File: src/rtl/barrett_correction.sv
// Purpose : final Barrett correction; r = (x - q*m) mod 2^rw, then up to two
//           conditional subtractions of m, giving r < m (out_err if not).
// Latency : 3 cycles from the accepting edge to out_valid.
// Backpres: one operand set in flight; in_ready only in IDLE; result held
//           in DONE until out_ready.
// Ports   : clk, rst_n (async, active-low)
//           in_valid/in_ready, x_lo[rw], qm_lo[rw], m[width]  -- operand side
//           out_valid/out_ready, r[width], out_err            -- result side
module barrett_correction #(
  parameter int width = 110,
  parameter int rw    = 112
) (
  input  logic             clk,
  input  logic             rst_n,
  input  logic             in_valid,
  output logic             in_ready,
  input  logic [rw-1:0]    x_lo,
  input  logic [rw-1:0]    qm_lo,
  input  logic [width-1:0] m,
  output logic             out_valid,
  input  logic             out_ready,
  output logic [width-1:0] r,
  output logic             out_err
);

  typedef enum logic [2:0] {
    ST_IDLE,
    ST_SUB,
    ST_COR1,
    ST_COR2,
    ST_DONE
  } state_t;

  state_t           state_q, state_d;
  logic [rw-1:0]    x_q, x_d;
  logic [rw-1:0]    qm_q, qm_d;
  logic [width-1:0] m_q, m_d;
  logic [rw-1:0]    t_q, t_d;
  logic [width-1:0] r_q, r_d;
  logic             out_err_q, out_err_d;

  // Shared correction datapath: one rw-bit compare plus subtract on t_q,
  // used by both COR1 and COR2.
  logic [rw-1:0] m_ext;
  logic          t_ge;
  logic [rw-1:0] t_sub;
  logic [rw-1:0] t_cor;
  logic          t2_ge;

  always_comb begin
    m_ext = {{(rw-width){1'b0}}, m_q};
    t_ge  = (t_q >= m_ext);
    t_sub = t_q - m_ext;
    t_cor = t_ge ? t_sub : t_q;
    // Also catches nonzero bits above width, since m_ext < 2^width.
    t2_ge = (t_cor >= m_ext);
  end

  always_comb begin
    state_d   = state_q;
    x_d       = x_q;
    qm_d      = qm_q;
    m_d       = m_q;
    t_d       = t_q;
    r_d       = r_q;
    out_err_d = out_err_q;
    in_ready  = 1'b0;
    out_valid = 1'b0;

    case (state_q)
      ST_IDLE: begin
        in_ready = 1'b1;
        if (in_valid) begin
          x_d     = x_lo;
          qm_d    = qm_lo;
          m_d     = m;
          state_d = ST_SUB;
        end
      end
      ST_SUB: begin
        // Borrow out of the top is discarded: arithmetic is mod 2^rw.
        t_d     = x_q - qm_q;
        state_d = ST_COR1;
      end
      ST_COR1: begin
        t_d     = t_cor;
        state_d = ST_COR2;
      end
      ST_COR2: begin
        r_d       = t_cor[width-1:0];
        out_err_d = t2_ge;
        state_d   = ST_DONE;
      end
      ST_DONE: begin
        out_valid = 1'b1;
        if (out_ready) begin
          state_d = ST_IDLE;
        end
      end
      default: begin
        state_d = ST_IDLE;
      end
    endcase
  end

  always_ff @(posedge clk or negedge rst_n) begin
    if (!rst_n) begin
      state_q   <= ST_IDLE;
      x_q       <= '0;
      qm_q      <= '0;
      m_q       <= '0;
      t_q       <= '0;
      r_q       <= '0;
      out_err_q <= 1'b0;
    end else begin
      state_q   <= state_d;
      x_q       <= x_d;
      qm_q      <= qm_d;
      m_q       <= m_d;
      t_q       <= t_d;
      r_q       <= r_d;
      out_err_q <= out_err_d;
    end
  end

  assign r       = r_q;
  assign out_err = out_err_q;

endmodule

File: config.mk
export PLATFORM = sky130hd
export DESIGN_NAME = barrett_correction
export DESIGN_NICKNAME = d
export VERILOG_FILES = /design/src/rtl/barrett_correction.sv
export SDC_FILE = /design/constraint.sdc
export NUM_CORES = 2
export LEC_CHECK = 0
export BUFFER_PORTS_ARGS = -buffer_cell sky130_fd_sc_hd__buf_4
export CELL_PAD_IN_SITES_DETAIL_PLACEMENT = 0
export CELL_PAD_IN_SITES_GLOBAL_PLACEMENT = 1
export CORE_UTILIZATION = 49
export CTS_CLUSTER_SIZE = 25
export DETAILED_ROUTE_END_ITERATION = 8
export GPL_TIMING_DRIVEN = 0
export MAX_ROUTING_LAYER = met4
export PLACE_DENSITY_LB_ADDON = 0.05
export REMOVE_ABC_BUFFERS = 1
export SYNTH_ARGS = -nofsm -noshare
export SYNTH_HDL_FRONTEND = slang
export SYNTH_SLANG_ARGS = --single-unit
File: constraint.sdc
create_clock -name clk -period 13.3 [get_ports clk]
set_clock_uncertainty 0.15 [all_clocks]
set_input_delay 0.665 -clock clk [delete_from_list [all_inputs] [get_ports clk]]
set_output_delay 0.665 -clock clk [all_outputs]
set_load 0.005 [all_outputs]
==> out/results.ini <==
[global_route]
grt_use_total_pct = 33.6
met2_usage_pct = 47.7
grt_max_degree = 116
grt_overflow_total = 0
grt.busiest_layer = met1
grt_pass1_vias = 35000
grt_pass1_wl_mm = 208
met1_usage_pct = 49.4
use_met3_pct = 5.96
antenna_found_initial = 5

[sta]
hold_viol = 0
layout_setup_ws_ns = 3.94
finalCritPeriodShare_pct = 70.4
rsz0062_at_grt = no
final_max_slew_viol_count = 5
max_freq_mhz = 107
relSlewSlack_pct = -1.77
min_period_ns = 9.36
setup_viol = 0
worst_pin_slew_ns = 1.51

[yosys]
synth.area.top_cells = dfrtp_1 35%, ha_1 10%, o21ai_0 6.7%
ys_warn_count = 0
yosys.area.top_type_share_pct = 35.3
async_flop_share_pct = 100
syn_avg_cell_area_um2 = 8.39
netlist_top_cells_count = 665 x nand2_1, 560 x dfrtp_1, 533 x o21ai_0, 369 x a21oi_1, 346 x inv_1
netlist_area_um2 = 39700
netlist_instances = 4727
synth_area_leader_cell = dfrtp_1
synth-seq-cells = 560
synth_most_common_cell = nand2_1
ys_types = 87
yosysSeqAreaShare_pct = 35.3
synth-edff-count = 0
synth_flop_cell = dfrtp_1

[cells_and_area]
area.growth.synth_to_final_pct = 16.7
final_nets = 5705
multi_input_area_um2 = 23500
stdcell_area_um2 = 46300
final_layout_size_suffix_gt1_share_pct = 15.8
layout.area.seq_um2 = 14000
fillers = 7314

[clock_tree]
cts_tree = yes
numCtsBuffers = 66
cts_setup_buffers = 0
cts_root_buffer = clkbuf_16
path_clk_slew_ns = 0.06
clkSinkCount = 560
cts_resized = 0
h-tree-depth = 3
clock_latency_ns = 0.63
cts_buffer_depth = 3

[critical_path]
worstSetupStartpointType = flip-flop
critPathKind = flip-flop to flip-flop
end_kind = flip-flop
cp.arrival_ns = 9.75
crit_required_ns = 13.69
critPathMaxFanout = 53

[route]
detail-route-antenna-nets = 0
vias_per_cell = 5.98
num_vias = 36700
firstDrtPassIters = 5
wl_mm = 136
wl_per_cell_um = 22.2
drcViolationCount = 0
drt_iter0_markers = 3109

[die]
num_io_pins = 451
coreArea_um2 = 79500
die_h_um = 287
dieWidth_um = 287
start_util_pct = 49.9
placementRows = 103
dieArea_um2 = 82100

[placement]
portBuffers = 450
dp_hpwl_mm = 107
place_area_um2 = 44100
place.gp.congestion = 0.961
place_ws_ns = 4.31

[run]
drv_cap = 1

[outcome]
status = finished, violations left
violations = capacitance limit, slew limit

[min_path]
hold_path_class = input pin to flip-flop

critical path: stages, from the launching register on:
cell and delay, ns:
dfrtp_1 0.40, inv_1 0.06, ha_1 0.16, inv_1 0.06
fa_1 0.43, a211oi_1 0.35, o211ai_1 0.20, a211oi_2 0.47
o22ai_1 0.19, nor2_1 0.53, a211o_1 0.31, nand3_4 0.32
buf_16 0.33, buf_16 0.24, o21ai_0 0.40, inv_1 0.08
ha_1 0.30, nand2_1 0.07, nor4_1 0.73, nand2_1 0.13
a211o_1 0.27, o21ai_0 0.59, a211oi_1 0.39, o31ai_1 0.81
a21oi_1 0.31, o31ai_1 0.54, nand3_1 0.17, a41oi_1 0.21
cell families after synthesis:
| logic type | count (synthesis) | synth area share [%] |
|---|---|---|
| buf+inv | 588 | 5.67 |
| compound gates | 1540 | 23.6 |
| fa+ha+maj | 333 | 10.5 |
| mux | 197 | 5.54 |
| xor+xnor | 205 | 4.53 |
| simple gates | 1304 | 14.8 |
| flops | 560 | 35.3 |
final cells by class:
type / count / area share [%]
well taps: 1050 / 2.84
repair buffers: 480 / 8.75
inverters: 347 / 2.81
diodes: 1 / 0.00541
clock inverters: 21 / 0.416
multi-input cells: 3579 / 50.7
flip-flops and latches: 560 / 30.3
clock buffers: 94 / 4.25
cells in the final DEF, fill, tap and decap left out, types with 23 or more instances in the layout:
cell type,count
o211ai_1,33
o31ai_1,24
dfrtp_1,560
xnor2_1,111
a211oi_1,31
o21ai_1,45
clkbuf_16,68
a31oi_1,45
and3_1,26
xor2_1,94
ha_1,331
o221ai_1,23
nor2_1,235
nand2b_1,30
a221o_1,30
a21o_1,121
a21oi_1,369
nand2_1,664
o21a_1,42
nand4_1,122
nor3_1,58
nor4_1,29
buf_4,449
a22oi_1,60
o21bai_1,67
mux2_2,181
inv_1,346
nand3_1,53
o21ai_0,533
flip-flops by register name, indices dropped and copies added (netlist names):
register / flops
qm_q: 112
t_q: 112
x_q: 112
m_q: 110
r: 110
state_q: 3
out_err: 1
what timing repair did:
item / in CTS / in global routing
hold buffers: 1 / 0
setup endpoints to repair: 0 / 0
endpoints found under the hold margin: 9 / 0
stage by stage:
stage | setup TNS (ns) | hold WS, ns | instances | utilization, %
after CTS | 0 | 0.0692 | 6131 | 58.2
final | 0 | 0.0893 | 6132 | 58.2
after global routing | 0 | 0.0856 | 6132 | 58.2
after global placement | -1059.92 | 0.310 | 5986 | 54.6
after floorplan | 0 | 0.219 | 4486 | -
after detailed placement | 0 | 0.319 | 6015 | 55.5
routing by layer:
layer	wire length, um	vias to the layer above	part of all wire [%]
met1	65400	17700	48
met5	0	-	0
li1	-	17500	-
met4	3190	0	2.3
met3	10500	191	7.7
met2	57200	1264	42
path summary, 6_finish.rpt:
kind / from / to / slack, ns / cells after the start
max: t_q[0] / out_err / 3.94 / 27
min: qm_lo[18] / qm_q[18] / 0.09 / 3
max reg2reg: t_q[0] / out_err / 3.94 / 27
min reg2reg: r[48] / r[48] / 0.33 / 2
max in group asynchronous: rst_n / x_q[59] / 11.28 / 4
min in group asynchronous: rst_n / x_q[8] / 0.31 / 2
Power is not shown: default switching activity piles up to over one toggle a cycle in this logic, so the estimate is an artifact.
